==> src/rtl/hub75_capture.sv <==
`default_nettype none
// ---------------------------------------------------------------------------
// hub75_capture : HUB75 panel-side receiver, rebuilds each displayed row as a
//                 valid/ready pixel stream tagged with row address and OE weight
// Revision      : 1.0
// ---------------------------------------------------------------------------
module hub75_capture #(
  parameter int COLUMNS   = 64,
  parameter int COL_WIDTH = 6,
  parameter int OE_WIDTH  = 8
) (
  input  logic                 clk_in,
  input  logic                 reset,
  input  logic                 hub_clk,
  input  logic                 hub_lat,
  input  logic                 hub_oe,
  input  logic [3:0]           hub_addr,
  input  logic [5:0]           hub_rgb,
  output logic                 pixel_valid,
  input  logic                 pixel_ready,
  output logic [COL_WIDTH-1:0] pixel_column,
  output logic [3:0]           pixel_row,
  output logic [5:0]           pixel_rgb,
  output logic [OE_WIDTH-1:0]  pixel_weight,
  output logic                 pixel_last,
  output logic                 err_short,
  output logic                 err_overrun,
  input  logic                 status_clear
);

  localparam int                  c_bits      = 6 * COLUMNS;
  localparam int                  c_cnt_w     = $clog2(COLUMNS + 1);
  localparam logic [c_cnt_w-1:0]  c_cnt_full  = c_cnt_w'(COLUMNS);
  localparam logic [COL_WIDTH-1:0] c_col_last = COL_WIDTH'(COLUMNS - 1);
  localparam logic [OE_WIDTH-1:0] c_wt_max    = '1;

  typedef enum logic [1:0] {IDLE, ARMED, ON, STREAM} state_t;

  // {clk, lat, oe, addr[3:0], rgb[5:0]} travel together so all lines see equal delay
  logic [12:0]          r_sync1, r_sync2, r_stage;
  logic [2:0]           r_ctrl_prev;
  logic [c_bits-1:0]    r_shift, r_row_buf, w_shift_next;
  logic [c_cnt_w-1:0]   r_cnt, w_cnt_next;
  state_t               r_state;
  logic [COL_WIDTH-1:0] r_col;
  logic                 w_clk_rise, w_lat_rise, w_oe_rise, w_oe_fall, w_oe_level;
  logic [3:0]           w_addr;
  logic [5:0]           w_rgb;

  always_ff @(posedge clk_in or negedge reset) begin
    if (!reset) begin
      r_sync1     <= '0;
      r_sync2     <= '0;
      r_stage     <= '0;
      r_ctrl_prev <= '0;
    end else begin
      r_sync1     <= {hub_clk, hub_lat, hub_oe, hub_addr, hub_rgb};
      r_sync2     <= r_sync1;
      r_stage     <= r_sync2;
      r_ctrl_prev <= r_stage[12:10];
    end
  end

  assign w_clk_rise = r_stage[12] & ~r_ctrl_prev[2];
  assign w_lat_rise = r_stage[11] & ~r_ctrl_prev[1];
  assign w_oe_rise  = r_stage[10] & ~r_ctrl_prev[0];
  assign w_oe_fall  = ~r_stage[10] & r_ctrl_prev[0];
  assign w_oe_level = r_stage[10];
  assign w_addr     = r_stage[9:6];
  assign w_rgb      = r_stage[5:0];

  // A latch in the same cycle as a clock edge copies the freshly shifted data
  assign w_shift_next = w_clk_rise ? {r_shift[c_bits-7:0], w_rgb} : r_shift;
  assign w_cnt_next   = (w_clk_rise && r_cnt != c_cnt_full) ? r_cnt + c_cnt_w'(1) : r_cnt;

  always_ff @(posedge clk_in or negedge reset) begin
    if (!reset) begin
      r_shift      <= '0;
      r_cnt        <= '0;
      r_row_buf    <= '0;
      r_state      <= IDLE;
      r_col        <= '0;
      pixel_valid  <= 1'b0;
      pixel_row    <= '0;
      pixel_weight <= '0;
      err_short    <= 1'b0;
      err_overrun  <= 1'b0;
    end else begin
      r_shift <= w_shift_next;
      r_cnt   <= w_lat_rise ? '0 : w_cnt_next;

      if (w_lat_rise && w_cnt_next != c_cnt_full) err_short <= 1'b1;
      else if (status_clear)                      err_short <= 1'b0;

      if (w_lat_rise && r_state != IDLE) err_overrun <= 1'b1;
      else if (status_clear)             err_overrun <= 1'b0;

      case (r_state)
        IDLE: begin
          if (w_lat_rise) begin
            r_row_buf <= w_shift_next;
            r_state   <= ARMED;
          end
        end
        ARMED: begin
          if (w_lat_rise) r_row_buf <= w_shift_next;
          if (w_oe_rise) begin
            pixel_row    <= w_addr;
            pixel_weight <= OE_WIDTH'(1);
            r_state      <= ON;
          end
        end
        ON: begin
          if (w_oe_fall) begin
            r_col       <= '0;
            pixel_valid <= 1'b1;
            r_state     <= STREAM;
          end else if (w_oe_level && pixel_weight != c_wt_max) begin
            pixel_weight <= pixel_weight + OE_WIDTH'(1);
          end
        end
        STREAM: begin
          if (pixel_valid && pixel_ready) begin
            if (r_col == c_col_last) begin
              pixel_valid <= 1'b0;
              r_col       <= '0;
              r_state     <= IDLE;
            end else begin
              r_col <= r_col + COL_WIDTH'(1);
            end
          end
        end
        default: r_state <= IDLE;
      endcase
    end
  end

  // Buffer is frozen outside IDLE/ARMED, so a direct read stays stable under backpressure
  assign pixel_column = r_col;
  assign pixel_rgb    = r_row_buf[r_col*6 +: 6];
  assign pixel_last   = (r_col == c_col_last);

endmodule
`default_nettype wire
==> config.mk <==
export PLATFORM = sky130hd
export DESIGN_NAME = hub75_capture
export DESIGN_NICKNAME = d
export VERILOG_FILES = /design/src/rtl/hub75_capture.sv
export SDC_FILE = /design/constraint.sdc
export NUM_CORES = 1
export LEC_CHECK = 0
export ABC_AREA = 1
export CORE_MARGIN = 4
export CORE_UTILIZATION = 30
export CTS_CLUSTER_SIZE = 28
export DETAILED_ROUTE_END_ITERATION = 7
export SYNTH_ARGS = -nofsm -noshare
export SYNTH_HDL_FRONTEND = slang
export SYNTH_SLANG_ARGS = --single-unit
export TNS_END_PERCENT = 30
==> constraint.sdc <==
create_clock -name clk_in -period 3.3 [get_ports clk_in]
set_input_delay 0.66 -clock clk_in [delete_from_list [all_inputs] [get_ports clk_in]]
set_output_delay 0.66 -clock clk_in [all_outputs]
set_load 0.005 [all_outputs]
==> flow_metrics.py <==
metrics = {
    "status": {
        "outcome": "finished clean",
    },
    "sta": {
        "clock_skew_ns": 0.0261,
        "drv_slew": 0,
        "slew_headroom_pct": 42.5,
        "rsz0062_at_grt": "yes",
        "fmax_mhz": 306,
        "min_period_ns": 3.26,
        "worstMarginPinSlew_ns": 0.861,
        "period_share_pct": 98.9,
        "finalSetupViolCount": 0,
        "hold_violations": 0,
    },
    "die": {
        "die_h_um": 349,
        "die_area_um2": 122000,
        "core_um2": 115000,
        "initial_core_util_pct": 30.3,
        "fp-row-count": 124,
        "io_pins": 45,
        "die_w_um": 349,
    },
    "routing": {
        "drc": 0,
        "drtIter0Drc": 2047,
        "wl_per_cell_um": 15.6,
        "first_pass_iters": 5,
        "wl_um": 86800,
        "ant_nets": 0,
        "vias": 26700,
        "drt-vias-per-instance": 4.79,
    },
    "final_layout": {
        "drive_above_1_share_pct": 7.54,
        "layout_common_cells": "1562 x nand2_1, 837 x dfrtp_1, 268 x nor2_1",
        "fin_nets": 4020,
        "final_util_pct": 35.5,
        "diodes": 0,
        "layout_commonest_cell": "nand2_1",
        "synthToLayoutAreaGrowth_pct": 16.8,
        "instances_no_fill": 5571,
        "fillCellCount": 11700,
    },
    "place": {
        "io_buffer_count": 44,
        "gp_congestion": 0.770,
        "placed_cells": 5394,
        "hpwl_um": 47800,
    },
    "worst_setup_path": {
        "end_kind": "output port",
        "rr_startpoint": "pixel_column[0]",
        "path_class": "flip-flop to output port",
        "worstRegToRegCells": 12,
        "required_ns": 2.64,
        "r2r-end": "pixel_column[0]",
        "path_max_fanout": 27,
        "start_kind": "flip-flop",
        "startpoint": "pixel_column[0]",
        "arrival_ns": 2.60,
        "r2r_slack_ns": 0.83,
    },
    "grt": {
        "grt_use_total_pct": 14.1,
        "met2_usage_pct": 21.9,
        "grt_overflow": 0,
        "met1_usage_pct": 20.4,
        "grt_busiest_layer": "met2",
        "use_met3_pct": 2.48,
        "grt_pass1_wl_um": 141000,
        "grt_antenna_before_repair": 0,
        "grt_max_degree": 170,
        "grt_pass1_vias": 26000,
    },
    "synthesis": {
        "netlist_instances": 4006,
        "synth_cell_types": 32,
        "ys_ff_latch": 840,
        "syn_nets": 4031,
        "syn-cell-area_um2": 34900,
        "ys_seq_area_share_pct": 60.2,
        "avgSynthCellArea_um2": 8.71,
        "ys_warn_count": 0,
    },
    "clock_network": {
        "clkSlewWorstSetupHoldPaths_ns": 0.06,
        "cts-root-buf": "clkbuf_16",
        "clk_path_buf_depth": 3,
        "cts-buffers-inserted": 86,
        "ctsHoldBuffers": 0,
        "tritoncts": "done",
        "worstSkewPairLatency_ns": 0.65,
        "clkSinkCount": 840,
        "ctsHtreeMaxLevel": 3,
    },
    "power_and_ir_drop": {
        "cellLeakagePower_nw": 20.2,
        "ir_drop_uv": 351,
        "powerDensity_nw_per_um2": 522,
    },
    "run": {
        "drv_cap": 0,
    },
    "worst_hold_path": {
        "worst_hold_path_type": "input port to async pin",
    },
}
## routing by layer
layer | part of all wire, % | wire (um)
met5 | 0 | 0
met4 | 1.9 | 1660
met3 | 5.3 | 4580
met2 | 45 | 39100
met1 | 48 | 41500
## sequential cells by signal, indices dropped and copies added (netlist names)
register      cells
r_stage          13
pixel_valid       1
r_row_buf       384
pixel_column      6
r_ctrl_prev       3
err_short         1
pixel_row         4
r_cnt             7
r_state           2
r_sync1          13
r_sync2          13
r_shift         384
err_overrun       1
pixel_weight      8
## cell type report
class,instances,area (um^2),share of cell area (%)
multi-input combinational,2719,12100,29.8
clock buffer,130,2560,6.28
tap,1512,1890,4.64
inverter,195,761,1.87
clock inverter,22,268,0.657
sequential,840,21000,51.6
timing repair buffer,153,2120,5.19
## cells in the mapped netlist, drive strengths merged
library cell  count  area (um^2)
nor3              3         15.0
nand2          1574         5910
a21boi            1         7.51
or2               1         6.26
ha                8          100
o21a              2         15.0
xor2              6         52.6
o21bai            1         7.51
nand3b            2         15.0
o21ai           264         1330
a31oi           226         1410
o31ai             2         15.0
clkinv            1         3.75
a21oi           101          528
nand3           180          901
dfrtp           840        21000
o211ai           66          495
mux2              6         67.6
inv             194          728
nor2            272         1020
clkbuf           71          268
buf             181          947
nand4             3         18.8
a22o              1         8.76
## what timing repair did
item | 4_1_cts | 5_1_grt
pin swaps | 19 | 27
endpoints found under the setup margin | 7 | 6
gates cloned | 10 | 6
setup buffers | 7 | 3
resized for setup | 67 | 30
## cell families (layout without fill, tap and decap cells)
group                      count (synthesis)  after routing  share of synthesized area [%]
AOI/OAI and AO/OA                        664            664                           10.9
xor gates and xnor gates                   6              6                          0.151
adders and majority gates                  8              8                          0.287
buffers and inverters                    447            500                           5.58
DFF                                      840            840                           60.2
muxes                                      6              6                          0.194
and+or+nand+nor                         2035           2035                           22.6
## report_power, final
group	switching, W	internal [W]
clock network	0.00413	0.00562
logic	0.000590	0.000215
registers	0.000139	0.0106
## stage by stage
stage                     setup WS [ns]  hold WS, ns  total power, W  cell area, um^2  setup TNS (ns)
after global placement            0.354        0.334          0.0117            37100               0
after floorplan                    1.23        0.331          0.0113            34900               0
final                            0.0363       0.0362          0.0213            40800               0
after global routing            -0.0783       0.0328          0.0221            40800          -0.313
after detailed placement          0.372        0.336          0.0117            37100               0
after CTS                       -0.0704      0.00350          0.0215            40600          -0.158
## how the worst max path moves through the flow
stage,end,slack (ns),depth (start not counted)
final,pixel_rgb[3],0.04,12
after global routing,pixel_rgb[3],-0.08,10
after CTS,pixel_rgb[4],-0.07,12
after detailed placement,pixel_rgb[4],0.37,10
after global placement,pixel_rgb[1],0.35,9
after floorplan,pixel_rgb[2],1.23,9
## worst max-delay path: stages, from the launching register on
cell and delay [ns]:
dfrtp_4 0.50, buf_8 0.17, buf_12 0.14, buf_16 0.16, nand2_1 0.07, o211ai_1 0.08
nand3_1 0.08, nand2_1 0.05, nor2_1 0.13, nand2_2 0.11, nand3_4 0.09, nand2_4 0.09
dlygate4sd2_1 0.27
Power figures use the tool's default switching activity.
